### src/rtl/fifo_read_master_pkg.sv
// ============================================================================
// Module      : fifo_read_master_pkg
// Description : Shared FIFO/reader state encodings and FIFO address helper.
// Revision    : 1.0 - initial release
// ============================================================================
`default_nettype none

package fifo_read_master_pkg;

    localparam int FIFO_DEPTH = 8;
    localparam int FIFO_AW    = 3;

    typedef enum logic [2:0] {
        FIFO_IDLE     = 3'd0,
        FIFO_WRITE    = 3'd1,
        FIFO_READ     = 3'd2,
        FIFO_WR_ERROR = 3'd3,
        FIFO_RD_ERROR = 3'd4
    } fifo_state_e;

    typedef enum logic [1:0] {
        RD_IDLE  = 2'b00,
        RD_RUN   = 2'b01,
        RD_FLUSH = 2'b10,
        RD_DONE  = 2'b11
    } rd_state_e;

    // Next FIFO address; wraps naturally at the power-of-two depth.
    function automatic logic [FIFO_AW-1:0] cal_addr(input logic [FIFO_AW-1:0] addr);
        return addr + FIFO_AW'(1);
    endfunction

endpackage

`default_nettype wire

### src/rtl/fifo_read_master_skid_buf.sv
// ============================================================================
// Module      : rd_skid_buf
// Description : 2-entry circular output buffer with push/pop/flush and occupancy.
// Revision    : 1.0 - initial release
// ============================================================================
`default_nettype none

module rd_skid_buf #(
    parameter int DATA_WIDTH = 32
) (
    input  logic                  clk,
    input  logic                  reset_n,
    input  logic                  i_push,
    input  logic [DATA_WIDTH-1:0] i_data,
    input  logic                  i_pop,
    input  logic                  i_flush,
    output logic                  o_valid,
    output logic [DATA_WIDTH-1:0] o_data,
    output logic [1:0]            o_occ
);

    logic [DATA_WIDTH-1:0] r_mem [2];
    logic                  r_wr_ptr;
    logic                  r_rd_ptr;
    logic [1:0]            r_occ;
    logic                  w_pop;
    logic                  w_push;

    assign w_pop  = i_pop && (r_occ != 2'd0);
    // A push into a full buffer is only legal when the head leaves this cycle.
    assign w_push = i_push && ((r_occ != 2'd2) || w_pop);

    always_ff @(posedge clk or negedge reset_n) begin
        if (!reset_n) begin
            r_mem[0] <= '0;
            r_mem[1] <= '0;
            r_wr_ptr <= 1'b0;
            r_rd_ptr <= 1'b0;
            r_occ    <= 2'd0;
        end else if (i_flush) begin
            r_wr_ptr <= 1'b0;
            r_rd_ptr <= 1'b0;
            r_occ    <= 2'd0;
        end else begin
            if (w_push) begin
                r_mem[r_wr_ptr] <= i_data;
                r_wr_ptr        <= ~r_wr_ptr;
            end
            if (w_pop) begin
                r_rd_ptr <= ~r_rd_ptr;
            end
            r_occ <= r_occ + 2'(w_push) - 2'(w_pop);
        end
    end

    assign o_valid = (r_occ != 2'd0);
    assign o_data  = r_mem[r_rd_ptr];
    assign o_occ   = r_occ;

endmodule

`default_nettype wire

### src/rtl/fifo_read_master.sv
// ============================================================================
// Module      : fifo_read_master
// Description : Pulls a programmed burst from the FIFO read port onto a
//               valid/ready stream, with retry on read errors and abort/flush.
// Revision    : 1.0 - initial release
// ============================================================================
`default_nettype none

module fifo_read_master
    import fifo_read_master_pkg::*;
#(
    parameter int DATA_WIDTH = 32,
    parameter int CNT_W      = 4
) (
    input  logic                  clk,
    input  logic                  reset_n,
    input  logic                  start,
    input  logic [CNT_W-1:0]      burst_len,
    input  logic                  abort,
    input  logic                  fifo_empty,
    input  logic                  fifo_rd_ack,
    input  logic                  fifo_rd_err,
    input  logic [DATA_WIDTH-1:0] fifo_dout,
    output logic                  rd_en,
    output logic                  m_valid,
    output logic [DATA_WIDTH-1:0] m_data,
    input  logic                  m_ready,
    output logic                  busy,
    output logic                  done,
    output logic [7:0]            err_count
);

    rd_state_e        r_state;
    rd_state_e        w_state_nxt;
    logic [CNT_W-1:0] r_issue_left;
    logic [CNT_W-1:0] r_recv_left;
    logic             r_inflight;
    logic [7:0]       r_err_count;

    logic             w_pop;
    logic             w_push;
    logic             w_flush;
    logic             w_rd_en;
    logic             w_resp_ack;
    logic             w_resp_err;
    logic [1:0]       w_occ;
    logic [1:0]       w_occ_nxt;
    logic [2:0]       w_level;
    logic [CNT_W-1:0] w_recv_nxt;

    // Responses only count when a read is actually outstanding.
    assign w_resp_ack = r_inflight && fifo_rd_ack;
    assign w_resp_err = r_inflight && fifo_rd_err && !fifo_rd_ack;

    assign w_pop   = m_valid && m_ready;
    assign w_level = {1'b0, w_occ} + 3'(r_inflight) - 3'(w_pop);
    assign w_rd_en = (r_state == RD_RUN) && !abort && (r_issue_left != '0)
                     && !fifo_empty && (w_level < 3'd2);

    assign w_push     = w_resp_ack && (r_state == RD_RUN) && !abort;
    assign w_flush    = (r_state == RD_FLUSH) && (!r_inflight || fifo_rd_ack || fifo_rd_err);
    assign w_occ_nxt  = w_occ + 2'(w_push) - 2'(w_pop);
    assign w_recv_nxt = r_recv_left - CNT_W'(w_push);

    rd_skid_buf #(
        .DATA_WIDTH (DATA_WIDTH)
    ) u_skid_buf (
        .clk     (clk),
        .reset_n (reset_n),
        .i_push  (w_push),
        .i_data  (fifo_dout),
        .i_pop   (w_pop),
        .i_flush (w_flush),
        .o_valid (m_valid),
        .o_data  (m_data),
        .o_occ   (w_occ)
    );

    always_comb begin
        w_state_nxt = r_state;
        case (r_state)
            RD_IDLE: begin
                if (start) begin
                    w_state_nxt = (burst_len == '0) ? RD_DONE : RD_RUN;
                end
            end
            RD_RUN: begin
                if (abort) begin
                    w_state_nxt = RD_FLUSH;
                end else if ((w_recv_nxt == '0) && (w_occ_nxt == 2'd0)) begin
                    w_state_nxt = RD_DONE;
                end
            end
            RD_FLUSH: begin
                if (w_flush) begin
                    w_state_nxt = RD_DONE;
                end
            end
            RD_DONE: begin
                w_state_nxt = abort ? RD_FLUSH : RD_IDLE;
            end
            default: w_state_nxt = RD_IDLE;
        endcase
    end

    always_ff @(posedge clk or negedge reset_n) begin
        if (!reset_n) begin
            r_state      <= RD_IDLE;
            r_issue_left <= '0;
            r_recv_left  <= '0;
            r_inflight   <= 1'b0;
            r_err_count  <= 8'd0;
        end else begin
            r_state    <= w_state_nxt;
            r_inflight <= w_rd_en;
            if ((r_state == RD_IDLE) && start) begin
                r_issue_left <= burst_len;
                r_recv_left  <= burst_len;
            end else if (r_state == RD_RUN) begin
                // A refused read is handed back to the issue counter for retry.
                r_issue_left <= r_issue_left - CNT_W'(w_rd_en) + CNT_W'(w_resp_err);
                r_recv_left  <= w_recv_nxt;
            end
            if (w_resp_err && (r_err_count != 8'hFF)) begin
                r_err_count <= r_err_count + 8'd1;
            end
        end
    end

    assign rd_en     = w_rd_en;
    assign busy      = (r_state != RD_IDLE);
    assign done      = (r_state == RD_DONE);
    assign err_count = r_err_count;

endmodule

`default_nettype wire

### config.mk
export PLATFORM = sky130hd
export DESIGN_NAME = fifo_read_master
export DESIGN_NICKNAME = d
export VERILOG_FILES = /design/src/rtl/fifo_read_master_pkg.sv /design/src/rtl/fifo_read_master_skid_buf.sv /design/src/rtl/fifo_read_master.sv
export SDC_FILE = /design/constraint.sdc
export NUM_CORES = 1
export LEC_CHECK = 0
export BUFFER_PORTS_ARGS = -buffer_cell sky130_fd_sc_hd__buf_2
export CAP_MARGIN = 20
export CORE_ASPECT_RATIO = 0.9
export CORE_MARGIN = 4
export CORE_UTILIZATION = 55
export CTS_CLUSTER_SIZE = 10
export DETAILED_ROUTE_END_ITERATION = 7
export PLACE_DENSITY = 0.85
export SKIP_CTS_REPAIR_TIMING = 1
export SYNTH_ARGS = -nofsm -noshare
export SYNTH_HDL_FRONTEND = slang
export SYNTH_HIERARCHICAL = 1
export SYNTH_SLANG_ARGS = --single-unit
### constraint.sdc
create_clock -name clk -period 4.2 [get_ports clk]
set_input_delay 0.84 -clock clk [delete_from_list [all_inputs] [get_ports clk]]
set_output_delay 0.84 -clock clk [all_outputs]
set_load 0.05 [all_outputs]
# After elaboration in Yosys (flattened, before gate mapping)
# Index checks and enable logic that the tools add are counted.
# op_classes
mul,0
div,0
magnitude_cmp,4
eq_ne,8
shifts,0
reduce_logical,36
n_mux,22
n_bitwise,5
n_addsub,10
# ops
cell,count
$mux W32,4
$bwmux W64,1
$demux W32 S1,1
$logic_and A1 B1 Y1,17
$mux W4,4
$mux W2,7
$reduce_bool A2 Y1,5
$add A8 B1 Y8 const B,1
$logic_not A4 Y1,2
$ne A8 B8 Y1 const B,1
$pmux W2 S4,1
$sub A4 B1 Y4,2
$add A2 B1 Y2,2
$add A4 B1 Y4,1
$eq A2 B2 Y1 const B,2
$ge A2 B2 Y1 const B,2
$logic_not A1 Y1,4
$logic_not A2 Y1,2
$mux W1,4
$ne A2 B2 Y1 const B,2
$not A1 Y2,2
$reduce_bool A4 Y1,1
$sub A2 B1 Y2,2
$add A2 B1 Y3,1
10 further kinds,14
# totals
romBits,0
register_bits,87
input_bits,44
word_cells,95
ram_bits,0
latch_bits,0
out_inout_bits,44
mem_count,0

# Longest topological paths before layout
# Gate-level depths: netlist of run 1.
# depth
ltp_word,10
depth_mapped,18
depth_no_buf,18

# Modules after synthesis
# Netlist of run 1, hierarchy kept.
# modules_own_cells
mod,area_per_inst_um2,seq_area_each_um2,n_inst,cells_each
rd_skid_buf,3124.2,1701.6,1,196
fifo_read_master,1266.2,475.5,1,129

# Worst setup path before layout of run 1
# No wires, ideal clock.
# synth_path
path_type,reg2reg
start,register u_skid_buf.r_occ[1] (netlist: u_skid_buf/o_occ[1])
end,register r_issue_left[1]
setup_ps,139
stages_incl_launch_ff,19
t_arrival_ps,3953
synth_period_minus_slack_ps,4091
n_path_buf,0
setup_slack_ps,109
required_time_ps,4061
path_cell_list,dfrtp_1 -> inv_1 -> nand2_1 -> and2_1 -> ha_1 -> inv_1 -> nand2_1 -> fa_1 -> xor2_1 -> a21oi_1 -> and4b_1 -> ha_1 -> inv_1 -> ha_1 -> inv_1 -> fa_1 -> nor2_1 -> a21oi_1 -> o21ai_0
# synth_via
elab_chain_len,9
elab_cells_between_ends,10
classes_between,add/sub (4); order compare (1); mux (2); reduce/logical (3)
# synth_rtl
element,line_no,source
"start, declared",fifo_read_master_skid_buf.sv:25,logic [1:0] r_occ;
"start signal, assigned",fifo_read_master_skid_buf.sv:52,r_occ <= r_occ + 2'(w_push) - 2'(w_pop);
$reduce_bool A2 Y1,fifo_read_master_skid_buf.sv:56,assign o_valid = (r_occ != 2'd0);
net m_valid,fifo_read_master.sv:25,"output logic m_valid,"
$logic_and A1 B1 Y1,fifo_read_master.sv:55,assign w_pop = m_valid && m_ready;
net w_pop,fifo_read_master.sv:40,logic w_pop;
$sub A3 B1 Y3,fifo_read_master.sv:56,"assign w_level = {1'b0, w_occ} + 3'(r_inflight) - 3'(w_pop);"
$lt A3 B2 Y1,fifo_read_master.sv:58,&& !fifo_empty && (w_level < 3'd2);
$logic_and A1 B1 Y1,fifo_read_master.sv:58,
net rd_en,fifo_read_master.sv:24,"output logic rd_en,"
$sub A4 B1 Y4,fifo_read_master.sv:121,r_issue_left <= r_issue_left - CNT_W'(w_rd_en) + CNT_W'(w_resp_err);
$add A4 B1 Y4,fifo_read_master.sv:121,
$mux W4,fifo_read_master.sv:119,end else if (r_state == RD_RUN) begin
$mux W4,fifo_read_master.sv:116,if ((r_state == RD_IDLE) && start) begin
"end signal, assigned",fifo_read_master.sv:117,r_issue_left <= burst_len;
"end signal, assigned",fifo_read_master.sv:121,
"end, declared",fifo_read_master.sv:35,logic [CNT_W-1:0] r_issue_left;
# The timed path passes the listed nets, and every way through them passes these cells. The select of a mux whose other input is x is not followed.
# A chain may end at the register's enable or synchronous reset.

# Worst setup path after layout of run 1
# layout_path
start,register u_skid_buf.r_occ[1] (netlist: u_skid_buf/o_occ[1])
end,output port rd_en
# layout_via
elab_chain_len,5
elab_cells_between_ends,6
classes_between,add/sub (2); order compare (1); reduce/logical (3)
# layout_rtl
element,line_no
$reduce_bool A2 Y1,fifo_read_master_skid_buf.sv:56
$logic_and A1 B1 Y1,fifo_read_master.sv:55
net w_pop,fifo_read_master.sv:40
$sub A3 B1 Y3,fifo_read_master.sv:56
$lt A3 B2 Y1,fifo_read_master.sv:58
$logic_and A1 B1 Y1,fifo_read_master.sv:58
"end, declared",fifo_read_master.sv:24
# The timed path passes the listed nets, and every way through them passes these cells.

==> reports/qor.txt, run 1 <==
I/O Pins -> 88
Top Metal Used -> met4
synth top area cells -> dfrtp_1 (50%), mux2_2 (17%), mux2_4 (10%), ha_1 (3.4%), xnor2_1 (1.6%)
number of diodes -> 0
P_leak -> 2.79 nW
share of layout cells above drive strength 1 -> 0.516
Seq/Total Area, Yosys -> 0.496
Num Clock Sinks -> 87
Pint -> 1.59 mW
Via density -> 5.36
Clk pwr share -> 0.260
crit path time final -> 3.69 ns
Routed Antenna Nets -> 0
Overflow after GRT -> 0
Max Fclk -> 271 MHz
global-route wire length before repair -> 13800 um
count of pins over their slew limit -> 0
# setup viols final -> 0
Syn Area/Cell -> 13.5 sq um
core box area -> 0.00766 sq mm
initial drt markers -> 45
post-DR wirelength/cell -> 16.6 um
Worst Setup Path Type -> reg -> out
total of max-cap violations -> 0
H-Tree Depth -> 3
DP Worst Slack -> 0.398 ns
ys async rst share -> 1.00
DR WL met3 -> 546 um
Netlist cell types -> 47
CTS Buffer Depth -> 2
total CTS buffers -> 9
NetSw -> 864 uW
DIE HEIGHT -> 92.8 um
Starting Density -> 0.573
Worst Setup End Kind -> output port
Post-Syn Nets -> 383
most common cell in the synthesized netlist -> dfrtp_1
RSZ-0062 raised after global routing -> false
Gate power share -> 0.319
PortBufs -> 87
Peak supply drop -> 0.000226 V
largest net degree at the start of global routing -> 88
Hold Crit Class -> in -> async
critical path's largest stage delay -> 0.47 ns
Commonest cells post-synth -> dfrtp_1 (87), mux2_2 (68), mux2_4 (30)
vias in the first global route -> 2869
final wirelength -> 8540 um
Layout area overhead -> 16.6%
top cell type's share of synthesized area -> 0.496
Primary FF master, synth -> dfrtp_1
Die Area -> 0.00948 sq mm
status -> finished, final reports clean
gr usage total -> 0.186
DIE WIDTH -> 102 um
antenna violations before repair -> 0
EDFF count, synth -> 0
Mapped Area -> 0.00439 sq mm
Final Hold Fails -> 0
sw frac -> 0.351
PD cells -> 480 mW/mm^2
# rows -> 30
WP data required -> 3.36 ns
Slew HR -> 0.473
setup TNS -> 0 ns
Worst-path clk slew -> 0.08 ns
CP Max Fanout -> 7
Slew @ Worst Pin -> 0.790 ns
cell taking the most area after synthesis -> dfrtp_1
first drt pass iteration count -> 4
DPL Wire Length -> 5970 um
sequential power share -> 0.421
Worst path slowest cell -> dfrtp_1
Arr. time, crit path -> 2.85 ns
Final #Nets -> 473
clock root buffer -> clkbuf_8
register bit total from synthesis -> 87
crit path cell chain -> inv_1 > nand2_1 > and2_1 > ha_1 > inv_1 > nand2_1 > fa_1 > xor2_1 > a21oi_1 > and4b_1 > buf_2
DR vias -> 2761
final worst path period share -> 0.878
routability cong. -> 0.808
final worst slack -> 0.511 ns
Ys Warns -> 6
CTS tree -> yes
post-route DRC violation count -> 0
clk_lat worst skew -> 0.35 ns
met2 wire length -> 4170 um
CP startpoint kind -> flop
Clock Skews -> 0.00887 ns
gate count of the mapped netlist -> 325
DRT met1 WL -> 3760 um
[per-stage QoR]
stage | hold WS (ns) | cell area, sq um | util | cells | total power [mW]
after global routing | 0.446 | 5120 | 0.669 | 515 | 2.59
after detailed placement | 0.490 | 4870 | 0.636 | 499 | 1.83
final | 0.425 | 5120 | 0.669 | 515 | 2.46
after CTS | 0.511 | 5090 | 0.665 | 514 | 2.48
after floorplan | 0.467 | 4390 | - | 325 | 1.64
after global placement | 0.483 | 4870 | 0.636 | 499 | 1.81
[cell families (layout without fill, tap and decap cells)]
family / Yosys count / after routing / synth area share
adders and majority gates: 14 / 14 / 0.0433
AOI/OAI and AO/OA: 25 / 25 / 0.0328
buffers and inverters: 29 / 123 / 0.0390
DFF: 87 / 87 / 0.496
xor gates and xnor gates: 11 / 11 / 0.0219
and+or+nand+nor: 58 / 58 / 0.0829
muxes: 101 / 101 / 0.284
[power groups by stage]
stage          registers (mW)  clock network [mW]  logic (mW)
2_1_floorplan            1.05                   0       0.589
3_3_place_gp             1.04                   0       0.764
3_5_place_dp             1.05                   0       0.783
4_1_cts                  1.03               0.662       0.786
5_1_grt                  1.05               0.693       0.850
6_report                 1.03               0.640       0.784
[critical path, delay by kind of cell, from the launching register on]
kind	cells	cell delay, ns
buffers and inverters	3	0.47
AOI/OAI and AO/OA	1	0.12
and+or+nand+nor	4	0.60
DFF	1	0.47
xor gates and xnor gates	1	0.15
adders and majority gates	2	0.68
[layer usage]
| layer | global-route usage | vias to the layer above |
|---|---|---|
| li1 | - | 1313 |
| met1 | 0.248 | 1368 |
| met2 | 0.295 | 72 |
| met3 | 0.0535 | 8 |
| met4 | 0.0525 | 0 |
| met5 | 0 | - |
[area by class of cell]
cell class                 count  area (sq um)
fill                         569          2540
sequential                    87          2180
multi-input combinational    209          2050
timing repair buffer          92           495
clock buffer                  10           138
tap                           96           120
clock inverter                 5          82.6
inverter                      16          60.1
[cells in the final DEF (no fill, tap or decap), types with 3 or more instances in the layout]
master | netlist | final
mux2_2 | 68 | 68
nor3b_1 | 4 | 4
a21oi_1 | 8 | 8
buf_4 | 0 | 5
nand2_1 | 15 | 15
o21ai_0 | 9 | 9
clkbuf_8 | 0 | 10
nand2b_1 | 3 | 3
xnor2_1 | 8 | 8
dfrtp_1 | 87 | 87
buf_2 | 5 | 86
nor2_1 | 8 | 8
mux2_4 | 30 | 30
inv_1 | 16 | 16
nand4_1 | 3 | 3
nand3_1 | 3 | 3
ha_1 | 12 | 12
xor2_1 | 3 | 3
o211ai_1 | 3 | 3
[state kept, by name, summed over array words and instances, names as in the netlist, 2 cells and up]
name,flops
err_count,8
r_issue_left,4
r_recv_left,4
r_state,2
u_skid_buf/o_occ,2
u_skid_buf/r_mem,64
[path summary, 6_finish.rpt]
path	startpoint	end	slack, ns	cells past startpoint
min in group clk	u_skid_buf/r_mem[36]$_DFFE_PN0P_	u_skid_buf/r_mem[36]$_DFFE_PN0P_	0.51	1
worst min register to register	u_skid_buf/r_mem[36]$_DFFE_PN0P_	u_skid_buf/r_mem[36]$_DFFE_PN0P_	0.51	1
worst max-delay path	u_skid_buf/o_occ[1]$_DFF_PN0_	rd_en	0.51	11
max in group asynchronous	reset_n	u_skid_buf/r_mem[1]$_DFFE_PN0P_	3.15	2
worst max register to register	u_skid_buf/o_occ[1]$_DFF_PN0_	r_issue_left[1]$_DFFE_PN0P_	0.63	18
worst min-delay path	reset_n	err_count[7]$_DFFE_PN0P_	0.43	1
Note: power is estimated with default switching activity, not from simulation.
==> run 2, diff against run 1 <==
--- a/config.mk
+++ b/config.mk
@@ -9,11 +9,12 @@
 export CAP_MARGIN = 20
 export CORE_ASPECT_RATIO = 0.9
 export CORE_MARGIN = 4
-export CORE_UTILIZATION = 55
+export CORE_UTILIZATION = 59
 export CTS_CLUSTER_SIZE = 10
 export DETAILED_ROUTE_END_ITERATION = 7
-export PLACE_DENSITY = 0.85
+export PLACE_DENSITY = 0.9
 export SKIP_CTS_REPAIR_TIMING = 1
+export SLEW_MARGIN = 20
 export SYNTH_ARGS = -nofsm -noshare
 export SYNTH_HDL_FRONTEND = slang
 export SYNTH_HIERARCHICAL = 1
==> constraint.sdc (replaced) <==
create_clock -name clk -period 4.55 [get_ports clk]
set_input_delay 0.91 -clock clk [delete_from_list [all_inputs] [get_ports clk]]
set_output_delay 0.91 -clock clk [all_outputs]
set_load 0.05 [all_outputs]
==> run 2 against run 1 <==
  * Worst hold slack better by 0.082 ns
  * Worst setup slack better by 0.25 ns
  * Register-to-register slack better by 0.31 ns
  * Clock skew is 0.0037 ns lower
  * Critical endpoint unchanged
==> reports/qor.txt, run 2 (synthesis results as in run 1) <==
share of layout cells above drive strength 1 -> 0.514
Clock Skews -> 0.00517 ns
vias in the first global route -> 3017
Worst Hold Endpoint -> u_skid_buf/r_mem[26]$_DFFE_PN0P_
Worst Setup End Kind -> output port
setup TNS -> 0 ns
Starting Density -> 0.614
sw frac -> 0.378
most frequent cells in the layout -> dfrtp_1 (87), buf_2 (86), mux2_2 (68)
initial drt markers -> 66
Slew @ Worst Pin -> 0.892 ns
crit path time final -> 3.79 ns
H-Tree Depth -> 3
Via density -> 5.51
DR vias -> 2825
DIE HEIGHT -> 89.8 um
hold path cells -> 1
max FFs per register -> 64
largest net degree at the start of global routing -> 88
DP Worst Slack -> 0.614 ns
CP Max Fanout -> 7
clock root buffer -> clkbuf_8
core box area -> 0.00715 sq mm
RR Startpoint -> u_skid_buf/o_occ[1]$_DFF_PN0_
Gate power share -> 0.331
gr usage total -> 0.198
Worst-path clk slew -> 0.09 ns
PD cells -> 427 mW/mm^2
filler instances -> 514
Routed Antenna Nets -> 0
commonest non-fill, non-tap cell in the layout -> dfrtp_1
sequential cell area -> 0.00218 sq mm
post-route DRC violation count -> 0
Layout area overhead -> 15.1%
P_leak -> 2.75 nW
NetSw -> 815 uW
count of pins over their slew limit -> 0
first drt pass iteration count -> 4
Biggest register -> u_skid_buf/r_mem
Hold Crit Class -> reg -> reg
total CTS buffers -> 9
CTS Buffer Depth -> 2
RSZ-0062 raised after global routing -> false
CP startpoint kind -> flop
Final #Nets -> 473
Peak supply drop -> 0.000236 V
Worst Setup Path Type -> reg -> out
fin cells -> 513
Pint -> 1.34 mW
number of diodes -> 0
WP data required -> 3.64 ns
worst reg2reg path depth -> 18
status -> finished, final reports clean
routability cong. -> 0.866
sequential power share -> 0.444
Max Fclk -> 264 MHz
# rows -> 29
global-route wire length before repair -> 14300 um
Num Clock Sinks -> 87
Reg2Reg Setup Slack -> 0.94 ns
min-delay src -> u_skid_buf/r_mem[26]$_DFFE_PN0P_
PortBufs -> 87
Overflow after GRT -> 0
CTS tree -> yes
final wirelength -> 8590 um
final core utilization -> 0.707
antenna violations before repair -> 0
multi-input logic area -> 0.00205 sq mm
post-DR wirelength/cell -> 16.7 um
Die Area -> 0.00889 sq mm
DP Cell Count -> 497
Arr. time, crit path -> 2.88 ns
Clk pwr share -> 0.225
Slew HR -> 0.404
final worst slack -> 0.759 ns
# setup viols final -> 0
DPL Wire Length -> 6050 um
Reg2Reg Capture Point -> r_issue_left[1]$_DFFE_PN0P_
clk_lat worst skew -> 0.35 ns
Final Hold Fails -> 0
final worst path period share -> 0.833
DIE WIDTH -> 98.9 um
I/O Pins -> 88
total of max-cap violations -> 0
-- run 2: cell types whose count changed in the layout (fill, tap and decap cells not counted) --
cell	previous run	this run
bufinv_16	2	0
clkinvlp_4	0	2
clkbuf_8	10	9
buf_6	0	1
clkbuf_1	0	1
buf_16	1	0
inv_6	0	1
-- run 2: through the flow --
step	hold slack (ns)	power, mW	instance area (sq um)
after floorplan	0.467	1.51	4390
after global placement	0.483	1.66	4880
after detailed placement	0.491	1.69	4880
after CTS	0.512	2.18	5050
after global routing	0.528	2.27	5050
final	0.507	2.16	5050
-- run 2: worst max path at each step --
stage                                             start                     endpoint  cells after the start
after floorplan           u_skid_buf/o_occ[1]$_DFF_PN0_  r_issue_left[1]$_DFFE_PN0P_                     18
after global routing      u_skid_buf/o_occ[1]$_DFF_PN0_                        rd_en                     11
after detailed placement                        m_ready  r_issue_left[1]$_DFFE_PN0P_                     17
after CTS                 u_skid_buf/o_occ[1]$_DFF_PN0_                        rd_en                     11
after global placement                          m_ready  r_issue_left[1]$_DFFE_PN0P_                     17
final                     u_skid_buf/o_occ[1]$_DFF_PN0_                        rd_en                     11
-- run 2: area by class of cell --
cell class,count,share of cell area
Clock buffer,10,0.0253
Timing Repair Buffer,92,0.0948
Inverter,16,0.0119
Tap cell,93,0.0230
Clock inverter,6,0.00916
Multi-Input combinational cell,209,0.405
Sequential cell,87,0.431
-- run 2: worst max-delay path, cell delays in order, from the launching register on --
cell	delay, ns
dfrtp_1	0.47
inv_1	0.12
nand2_1	0.06
and2_1	0.21
ha_1	0.30
inv_1	0.08
nand2_1	0.07
fa_1	0.38
xor2_1	0.15
a21oi_1	0.12
and4b_1	0.26
buf_2	0.28
-- run 2: per-layer routing --
layer / wire [um] / GRT usage / vias to the layer above
met5: 0 / 0 / -
met4: 72 / 0.0466 / 0
met3: 504 / 0.0619 / 10
met2: 4230 / 0.324 / 75
met1: 3780 / 0.258 / 1425
li1: - / - / 1315
-- run 2: power by group through the flow --
stage	Combinational [mW]	Sequential, mW	Clock [mW]
6_report	0.715	0.958	0.486
5_1_grt	0.771	0.972	0.531
4_1_cts	0.720	0.957	0.501
3_5_place_dp	0.718	0.970	0
3_3_place_gp	0.695	0.962	0
2_1_floorplan	0.544	0.967	0
